**src/rtl/ps2_pkg.sv**
```systemverilog
// Shared constants, scancodes and state types for the PS/2 move decoder.
// ARROW_KEYS_EN (see ps2_move_decoder) selects whether the arrow codes below are decoded.
package ps2_pkg;

   localparam logic [1:0] MOVE_NEG  = 2'd0;
   localparam logic [1:0] MOVE_POS  = 2'd1;
   localparam logic [1:0] MOVE_STOP = 2'd2;

   localparam logic [7:0] SC_BREAK = 8'hF0;
   localparam logic [7:0] SC_EXT   = 8'hE0;
   localparam logic [7:0] SC_W     = 8'h1D;
   localparam logic [7:0] SC_S     = 8'h1B;
   localparam logic [7:0] SC_A     = 8'h1C;
   localparam logic [7:0] SC_D     = 8'h23;
   localparam logic [7:0] SC_UP    = 8'h75;
   localparam logic [7:0] SC_DOWN  = 8'h72;
   localparam logic [7:0] SC_LEFT  = 8'h6B;
   localparam logic [7:0] SC_RIGHT = 8'h74;

   typedef enum logic [1:0] {
      FR_IDLE,
      FR_DATA,
      FR_PARITY,
      FR_STOP
   } frame_state_t;

   typedef enum logic [1:0] {
      DEC_NORMAL,
      DEC_BREAK,
      DEC_EXT,
      DEC_EXT_BREAK
   } dec_state_t;

   // Opposing keys cancel to stop.
   function automatic logic [1:0] move_dir(input logic neg, input logic pos);
      if (neg && !pos)      return MOVE_NEG;
      else if (pos && !neg) return MOVE_POS;
      else                  return MOVE_STOP;
   endfunction

endpackage

```
**src/rtl/ps2_frame_rx.sv**
```systemverilog
// PS/2 frame receiver: pin synchroniser, falling-edge detect, 11-bit frame FSM with
// odd-parity/stop checking and an inter-edge timeout that drops partial frames.
module ps2_frame_rx
   import ps2_pkg::*;
#(
   parameter int TIMEOUT_CYCLES = 50000,
   parameter int SYNC_STAGES    = 2
) (
   input  logic       clk,
   input  logic       reset,
   input  logic       ps2Clk,
   input  logic       ps2Data,
   output logic [7:0] scanCode,
   output logic       codeValid,
   output logic       rxErr
);

   localparam int SS = (SYNC_STAGES < 2) ? 2 : SYNC_STAGES;
   localparam int CW = (TIMEOUT_CYCLES > 2) ? $clog2(TIMEOUT_CYCLES) : 1;
   localparam logic [CW-1:0] TO_MAX = CW'(TIMEOUT_CYCLES - 1);

   logic [SS-1:0] r_clk_sync, r_data_sync;
   logic          r_clk_prev;
   logic          w_clk_s, w_bit, w_fall;

   frame_state_t  r_state, w_state_nx;
   logic [7:0]    r_shift, w_shift_nx;
   logic [2:0]    r_bitcnt, w_bitcnt_nx;
   logic          r_parity, w_parity_nx;
   logic [CW-1:0] r_cnt, w_cnt_nx;
   logic [7:0]    w_code_nx;
   logic          w_valid_nx, w_err_nx;

   // Pins idle high, so the synchroniser resets to ones to avoid a false edge.
   always_ff @(posedge clk or posedge reset) begin
      if (reset) begin
         r_clk_sync  <= '1;
         r_data_sync <= '1;
         r_clk_prev  <= 1'b1;
      end else begin
         r_clk_sync  <= {r_clk_sync[SS-2:0], ps2Clk};
         r_data_sync <= {r_data_sync[SS-2:0], ps2Data};
         r_clk_prev  <= w_clk_s;
      end
   end

   assign w_clk_s = r_clk_sync[SS-1];
   assign w_bit   = r_data_sync[SS-1];
   assign w_fall  = r_clk_prev & ~w_clk_s;

   always_ff @(posedge clk or posedge reset) begin
      if (reset) begin
         r_state   <= FR_IDLE;
         r_shift   <= '0;
         r_bitcnt  <= '0;
         r_parity  <= 1'b0;
         r_cnt     <= '0;
         scanCode  <= '0;
         codeValid <= 1'b0;
         rxErr     <= 1'b0;
      end else begin
         r_state   <= w_state_nx;
         r_shift   <= w_shift_nx;
         r_bitcnt  <= w_bitcnt_nx;
         r_parity  <= w_parity_nx;
         r_cnt     <= w_cnt_nx;
         scanCode  <= w_code_nx;
         codeValid <= w_valid_nx;
         rxErr     <= w_err_nx;
      end
   end

   always_comb begin
      w_state_nx  = r_state;
      w_shift_nx  = r_shift;
      w_bitcnt_nx = r_bitcnt;
      w_parity_nx = r_parity;
      w_cnt_nx    = w_fall ? '0 : r_cnt + CW'(1);
      w_code_nx   = scanCode;
      w_valid_nx  = 1'b0;
      w_err_nx    = 1'b0;

      case (r_state)
         FR_IDLE: begin
            w_cnt_nx = '0;
            if (w_fall && !w_bit) begin
               w_state_nx  = FR_DATA;
               w_bitcnt_nx = '0;
            end
         end
         FR_DATA: begin
            if (w_fall) begin
               w_shift_nx  = {w_bit, r_shift[7:1]};
               w_bitcnt_nx = r_bitcnt + 3'd1;
               if (r_bitcnt == 3'd7) w_state_nx = FR_PARITY;
            end
         end
         FR_PARITY: begin
            if (w_fall) begin
               w_parity_nx = w_bit;
               w_state_nx  = FR_STOP;
            end
         end
         FR_STOP: begin
            if (w_fall) begin
               w_state_nx = FR_IDLE;
               if (w_bit && (^{r_shift, r_parity})) begin
                  w_code_nx  = r_shift;
                  w_valid_nx = 1'b1;
               end else begin
                  w_err_nx = 1'b1;
               end
            end
         end
         default: w_state_nx = FR_IDLE;
      endcase

      // A stalled keyboard must not leave the receiver wedged mid-frame.
      if (r_state != FR_IDLE && !w_fall && r_cnt == TO_MAX) begin
         w_state_nx = FR_IDLE;
         w_cnt_nx   = '0;
         w_err_nx   = 1'b1;
      end
   end

endmodule

```
**src/rtl/ps2_move_decoder.sv**
```systemverilog
// PS/2 keyboard to moveX/moveY command decoder (WASD, plus E0 arrow keys when the
// ARROW_KEYS_EN macro is defined). Frame reception lives in ps2_frame_rx.
module ps2_move_decoder
   import ps2_pkg::*;
#(
   parameter int TIMEOUT_CYCLES = 50000,
   parameter int SYNC_STAGES    = 2
) (
   input  logic       clk,
   input  logic       reset,
   input  logic       ps2Clk,
   input  logic       ps2Data,
   output logic [1:0] moveX,
   output logic [1:0] moveY,
   output logic [7:0] scanCode,
   output logic       codeValid,
   output logic       rxErr
);

   dec_state_t r_dec, w_dec_nx;
   logic r_up, r_dn, r_lf, r_rt;
   logic w_up_nx, w_dn_nx, w_lf_nx, w_rt_nx;
   logic w_up_any, w_dn_any, w_lf_any, w_rt_any;

   ps2_frame_rx #(
      .TIMEOUT_CYCLES (TIMEOUT_CYCLES),
      .SYNC_STAGES    (SYNC_STAGES)
   ) u_rx (
      .clk       (clk),
      .reset     (reset),
      .ps2Clk    (ps2Clk),
      .ps2Data   (ps2Data),
      .scanCode  (scanCode),
      .codeValid (codeValid),
      .rxErr     (rxErr)
   );

`ifdef ARROW_KEYS_EN
   logic r_aup, r_adn, r_alf, r_art;
   logic w_aup_nx, w_adn_nx, w_alf_nx, w_art_nx;
`endif

   always_ff @(posedge clk or posedge reset) begin
      if (reset) begin
         r_dec <= DEC_NORMAL;
         r_up  <= 1'b0;
         r_dn  <= 1'b0;
         r_lf  <= 1'b0;
         r_rt  <= 1'b0;
`ifdef ARROW_KEYS_EN
         r_aup <= 1'b0;
         r_adn <= 1'b0;
         r_alf <= 1'b0;
         r_art <= 1'b0;
`endif
         moveX <= MOVE_STOP;
         moveY <= MOVE_STOP;
      end else begin
         r_dec <= w_dec_nx;
         r_up  <= w_up_nx;
         r_dn  <= w_dn_nx;
         r_lf  <= w_lf_nx;
         r_rt  <= w_rt_nx;
`ifdef ARROW_KEYS_EN
         r_aup <= w_aup_nx;
         r_adn <= w_adn_nx;
         r_alf <= w_alf_nx;
         r_art <= w_art_nx;
`endif
         // Driven from next-state flags so moves land the cycle after codeValid.
         moveX <= move_dir(w_lf_any, w_rt_any);
         moveY <= move_dir(w_up_any, w_dn_any);
      end
   end

   always_comb begin
      w_dec_nx = r_dec;
      w_up_nx  = r_up;
      w_dn_nx  = r_dn;
      w_lf_nx  = r_lf;
      w_rt_nx  = r_rt;
`ifdef ARROW_KEYS_EN
      w_aup_nx = r_aup;
      w_adn_nx = r_adn;
      w_alf_nx = r_alf;
      w_art_nx = r_art;
`endif
      if (codeValid) begin
         w_dec_nx = DEC_NORMAL;
         case (r_dec)
            DEC_NORMAL: begin
               if (scanCode == SC_BREAK)    w_dec_nx = DEC_BREAK;
               else if (scanCode == SC_EXT) w_dec_nx = DEC_EXT;
               else begin
                  case (scanCode)
                     SC_W:    w_up_nx = 1'b1;
                     SC_S:    w_dn_nx = 1'b1;
                     SC_A:    w_lf_nx = 1'b1;
                     SC_D:    w_rt_nx = 1'b1;
                     default: ;
                  endcase
               end
            end
            DEC_BREAK: begin
               case (scanCode)
                  SC_W:    w_up_nx = 1'b0;
                  SC_S:    w_dn_nx = 1'b0;
                  SC_A:    w_lf_nx = 1'b0;
                  SC_D:    w_rt_nx = 1'b0;
                  default: ;
               endcase
            end
            DEC_EXT: begin
               if (scanCode == SC_BREAK) w_dec_nx = DEC_EXT_BREAK;
`ifdef ARROW_KEYS_EN
               else begin
                  case (scanCode)
                     SC_UP:    w_aup_nx = 1'b1;
                     SC_DOWN:  w_adn_nx = 1'b1;
                     SC_LEFT:  w_alf_nx = 1'b1;
                     SC_RIGHT: w_art_nx = 1'b1;
                     default:  ;
                  endcase
               end
`endif
            end
            DEC_EXT_BREAK: begin
`ifdef ARROW_KEYS_EN
               case (scanCode)
                  SC_UP:    w_aup_nx = 1'b0;
                  SC_DOWN:  w_adn_nx = 1'b0;
                  SC_LEFT:  w_alf_nx = 1'b0;
                  SC_RIGHT: w_art_nx = 1'b0;
                  default:  ;
               endcase
`endif
            end
            default: w_dec_nx = DEC_NORMAL;
         endcase
      end
   end

`ifdef ARROW_KEYS_EN
   assign w_up_any = w_up_nx | w_aup_nx;
   assign w_dn_any = w_dn_nx | w_adn_nx;
   assign w_lf_any = w_lf_nx | w_alf_nx;
   assign w_rt_any = w_rt_nx | w_art_nx;
`else
   assign w_up_any = w_up_nx;
   assign w_dn_any = w_dn_nx;
   assign w_lf_any = w_lf_nx;
   assign w_rt_any = w_rt_nx;
`endif

endmodule

```
**config.mk**
```make
export PLATFORM = sky130hd
export DESIGN_NAME = ps2_move_decoder
export DESIGN_NICKNAME = d
export VERILOG_FILES = /design/src/rtl/ps2_pkg.sv /design/src/rtl/ps2_frame_rx.sv /design/src/rtl/ps2_move_decoder.sv
export SDC_FILE = /design/constraint.sdc
export NUM_CORES = 1
export LEC_CHECK = 0
export ABC_AREA = 1
export CORE_MARGIN = 2
export CORE_UTILIZATION = 50
export CTS_CLUSTER_DIAMETER = 40
export DETAILED_ROUTE_END_ITERATION = 10
export GPL_TIMING_DRIVEN = 0
export PLACE_DENSITY = 0.76
export SYNTH_ARGS = -nofsm -noshare
export SYNTH_HDL_FRONTEND = slang
export SYNTH_SLANG_ARGS = --single-unit
```
**constraint.sdc**
```tcl
create_clock -name clk -period 5.2 [get_ports clk]
set_input_delay 1.56 -clock clk [delete_from_list [all_inputs] [get_ports clk]]
set_output_delay 1.56 -clock clk [all_outputs]
set_load 0.02 [all_outputs]
```
==> run summary, run 1 <==
CRITICAL PATH
---------------------------------------------------------------------------------
Buf/Inv on CP                                                                   1
Startpoint of the worst register-to-register path                    u_rx.r_state[0]
Startpoint types                                                        flip-flop
CP Max Fanout                                                                   1
Top cell family by delay on the critical path                        buffers and inverters
Worst path slowest cell                                              clkdlybuf4s50_1
Setup Crit Path Kind                                                      reg2out
Data required, critical path                                              3.64 ns
Cell chain of the critical path                                      clkdlybuf4s50_1
Setup slack of the most critical reg-to-reg path                          3.43 ns
Critical path endpoint category                                       output port
Arrival time at the worst endpoint                                        1.41 ns
FF-to-FF End                                                         u_rx.r_cnt[4]
Depth of the worst register-to-register path                                    8
Stages on worst setup path                                                      1
CP peak stage delay                                                       0.59 ns

YOSYS
---------------------------------------------------------------------------------
Part of the Yosys area used for sequential elements                         0.468
Leading cell types by total area after synthesis                     dfrtp_1 41%, nand2_1 12%, dfstp_2 6.2%
Share of Yosys cell area claimed by the top area cell type                  0.406
Synth warn                                                                      0
Post-synthesis net count                                                      354
Area of the mapped netlist                                              2960 um^2
Post-Synthesis Cells                                                          341
Number of flip-flops and latches in the synthesized netlist                    55
Number of distinct library cells after synthesis                               44
Mapped Avg Cell Area                                                    8.67 um^2
Top cell type by total area after synthesis                               dfrtp_1

GRT
---------------------------------------------------------------------------------
Vias in the first global route                                               2205
Most Used Layer, Global Route                                                met2
Met2 track demand over resource                                             0.309
Global-route usage over all layers                                          0.183
Grt met1 use                                                                0.243
Number of antenna violations at the first check in global routing               0
Gr ovfl total                                                                   0
Maximum number of pins on one net before global-route repair                   43
First-pass GRT wire length                                                9490 um
Met3 Resource Use GR                                                       0.0344

PWR
---------------------------------------------------------------------------------
Switching fraction of total power                                           0.419
Internal portion of total power                                          0.845 mW
Share of total power in combinational logic                                 0.447
Sw power                                                                 0.611 mW
Power share of the sequential group                                         0.400
Clock share of power                                                        0.153
Cell area power density                                               438 nW/um^2
Leakage dissipation                                                       1.57 nW
Total chip power                                                          1.46 mW
Worst-case vdd ir drop                                                   0.221 mV

TIMING
---------------------------------------------------------------------------------
Final-report setup violation count                                              0
Hold Vio Cnt, Final                                                             0
Time the worst path needs with I/O delays and setup                       2.97 ns
Setup_tns                                                                    0 ns
Final worst clock skew                                                 0.00624 ns
Setup repair after global routing missed its margin                            no
Max Transition Viols Final                                                      0
Setup WS post-layout                                                      2.23 ns
Tcrit/Tclk final                                                            0.571
Post-Route Hold Slack                                                    0.359 ns
Fmax                                                                      337 MHz
Slew of the pin with the lowest slew margin                              0.386 ns
Rel. slew slack                                                             0.742

FLOORPLAN
---------------------------------------------------------------------------------
Die width                                                                 80.9 um
Boundary Pins                                                                  18
Starting utilization of the core area                                       0.508
Cell Rows                                                                      28
Core Footprint                                                          5820 um^2
Overall die area                                                        6540 um^2
Die span in y                                                             80.9 um

FINAL LAYOUT
---------------------------------------------------------------------------------
Area growth from synthesis to layout                                        12.3%
Antenna diode instance count                                                    0
Net count reported at finish                                                  379
Ratio of cells with drive above 1 in the final layout                       0.155
Cell Count, Final, Fillers Out                                                442

DRT
---------------------------------------------------------------------------------
Post-route ant nets                                                             0
Detailed Route WL                                                         5210 um
Number of optimization iterations in the first detailed-route pass              4
Initial DRC Count                                                             141
DRC                                                                             0
Routed wire per std cell                                                  11.8 um
Vias after detailed routing                                                  2252
DR vias/cell                                                                 5.10

CLOCKING
---------------------------------------------------------------------------------
Number of buffers added for setup after CTS                                     0
Master cell of the clock root buffer                                     clkbuf_8
Post-CTS Hold Fix Bufs                                                          0
Clock-pin slew on the worst setup and hold paths                          0.08 ns
CTS Buf Count                                                                   5
Num Clock Sinks                                                                55
CTS H-Tree Depth                                                                2
CTS tree                                                                     done
Latest clock arrival within the worst-skew pair                           0.30 ns
Number of resized instances in the post-cts repair step                         0
Clock Tree Buf Depth                                                            2

PLACE
---------------------------------------------------------------------------------
Last weighted congestion value of the routability-driven placer             0.839
Worst setup timing slack at the placement stage                           2.55 ns
HPWL Detailed                                                             3980 um
Cells after DPL                                                               434
Port Buffers                                                                   17

WORST HOLD PATH
---------------------------------------------------------------------------------
Worst hold path startpoint                                           u_rx.r_clk_sync[0]
Instance count along the most critical hold path                                0
Worst Hold Path EP                                                   u_rx.r_clk_sync[1]
Type of the worst min-delay path                                          reg2reg

FLOW RUN
---------------------------------------------------------------------------------
Max-capacitance violation count                                                 0

OUTCOME
---------------------------------------------------------------------------------
Run status                                                           finished, final reports clean

[per-layer routing]
layer	vias to the layer above	wire [um]
met5	-	0
met4	0	59
met3	6	167
met2	34	2440
met1	1059	2540
li1	1153	-
[cell usage after synthesis (all sizes together)]
master   count
o21a         2
nor3b        2
xor2         5
ha           9
a211oi       1
nand2b       1
nand2      102
nand4       17
xnor2        3
dfstp        7
o2111ai      1
nor3        12
inv         50
clkinv       3
buf          1
o211a        1
o31ai        3
or2          3
nor2        21
o21ai       15
a21oi        4
nand3       24
a32o         2
nor4         1
clkbuf       2
o211ai       1
dfrtp       48
[metrics by stage]
| step | utilization | area, um^2 |
|---|---|---|
| after global placement | 0.554 | 3220 |
| after detailed placement | 0.557 | 3240 |
| after global routing | 0.571 | 3320 |
| final | 0.571 | 3320 |
| after CTS | 0.571 | 3320 |
| after floorplan | - | 2960 |
[final cells by class]
type | instances | area (um^2)
Buffer | 3 | 13.8
Clock buffer | 8 | 80.1
Fill cell | 543 | 2490
Inverter | 53 | 199
Multi-Input combinational cell | 230 | 1360
Sequential cell | 55 | 1390
Tap cell | 75 | 93.8
Timing Repair Buffer | 18 | 190
[how the worst max path moves through the flow]
stage / startpoint / endpoint / slack, ns
CTS: moveY[1] / moveY[1] / 2.22
finish: moveY[1] / moveY[1] / 2.23
global route: u_rx.scanCode[5] / scanCode[5] / 2.17
global placement: reset / u_rx.r_shift[4] / 1.30
floorplan: reset / moveX[0] / 2.31
detailed placement: moveY[1] / moveY[1] / 2.55
[cell usage in the layout, fill, tap and decap left out, drive strengths merged, types with 3 or more instances in the layout]
| master | netlist | layout |
|---|---|---|
| clkinv | 3 | 3 |
| nor2 | 21 | 21 |
| xnor2 | 3 | 3 |
| nor3 | 12 | 12 |
| nand2 | 102 | 102 |
| nand3 | 24 | 24 |
| inv | 50 | 50 |
| dfstp | 7 | 7 |
| clkdlybuf4s50 | 0 | 17 |
| o31ai | 3 | 3 |
| xor2 | 5 | 5 |
| clkbuf | 2 | 10 |
| o21ai | 15 | 15 |
| ha | 9 | 9 |
| a21oi | 4 | 4 |
| nand4 | 17 | 17 |
| or2 | 3 | 3 |
| dfrtp | 48 | 48 |
[power by group through the flow]
stage / Sequential [mW] / Clock (mW) / Combinational (mW)
2_1_floorplan: 0.592 / 0 / 0.518
3_3_place_gp: 0.586 / 0 / 0.633
3_5_place_dp: 0.589 / 0 / 0.659
4_1_cts: 0.582 / 0.231 / 0.661
5_1_grt: 0.597 / 0.251 / 0.730
6_report: 0.582 / 0.222 / 0.652
[sequential cells by signal (all words and copies together), names as in the netlist]
| name | count |
|---|---|
| u_rx.r_cnt | 16 |
| u_rx.r_shift | 8 |
| u_rx.scanCode | 8 |
| u_rx.r_bitcnt | 3 |
| moveX | 2 |
| moveY | 2 |
| r_dec | 2 |
| u_rx.r_clk_sync | 2 |
| u_rx.r_data_sync | 2 |
| u_rx.r_state | 2 |
| r_dn | 1 |
| r_lf | 1 |
| r_rt | 1 |
| r_up | 1 |
| u_rx.codeValid | 1 |
| u_rx.r_clk_prev | 1 |
| u_rx.r_parity | 1 |
| u_rx.rxErr | 1 |
[cell families (layout without fill, tap and decap cells)]
| family | Yosys count | count (layout) | synth area share |
|---|---|---|---|
| AO/OA/AOI/OAI | 30 | 30 | 0.0686 |
| XOR/XNOR | 8 | 8 | 0.0262 |
| adder cells (fa/ha/maj) | 9 | 9 | 0.0381 |
| buffers and inverters | 56 | 82 | 0.0719 |
| flip-flops | 55 | 55 | 0.468 |
| AND/OR/NAND/NOR | 183 | 183 | 0.327 |
Note: power is estimated with default switching activity, not from simulation.
==> inputs of run 2 (changes only) <==
==> constraint.sdc (replaced) <==
create_clock -name clk -period 3 [get_ports clk]
set_input_delay 0.9 -clock clk [delete_from_list [all_inputs] [get_ports clk]]
set_output_delay 0.9 -clock clk [all_outputs]
set_load 0.02 [all_outputs]
==> results of run 2 <==
The final DEF is identical to that of run 1. Status: finished, final reports clean.
Main changes from that run: setup slack after placement 2.55 ns -> 1.01 ns; setup slack after layout 2.23 ns -> 0.693 ns; register-to-register setup slack 3.43 ns -> 1.23 ns; total power 1.46 mW -> 2.52 mW; worst IR drop on VDD 0.221 mV -> 0.383 mV
==> inputs of run 3 (changes only) <==
==> constraint.sdc (replaced) <==
create_clock -name clk -period 2.2 [get_ports clk]
set_input_delay 0.66 -clock clk [delete_from_list [all_inputs] [get_ports clk]]
set_output_delay 0.66 -clock clk [all_outputs]
set_load 0.02 [all_outputs]
==> results of run 3 <==
The final DEF is identical to that of run 1. Status: finished, final reports clean.
Main changes from that run: setup slack after placement 2.55 ns -> 0.410 ns; setup slack after layout 2.23 ns -> 0.133 ns; register-to-register setup slack 3.43 ns -> 0.43 ns; total power 1.46 mW -> 3.44 mW; worst IR drop on VDD 0.221 mV -> 0.523 mV
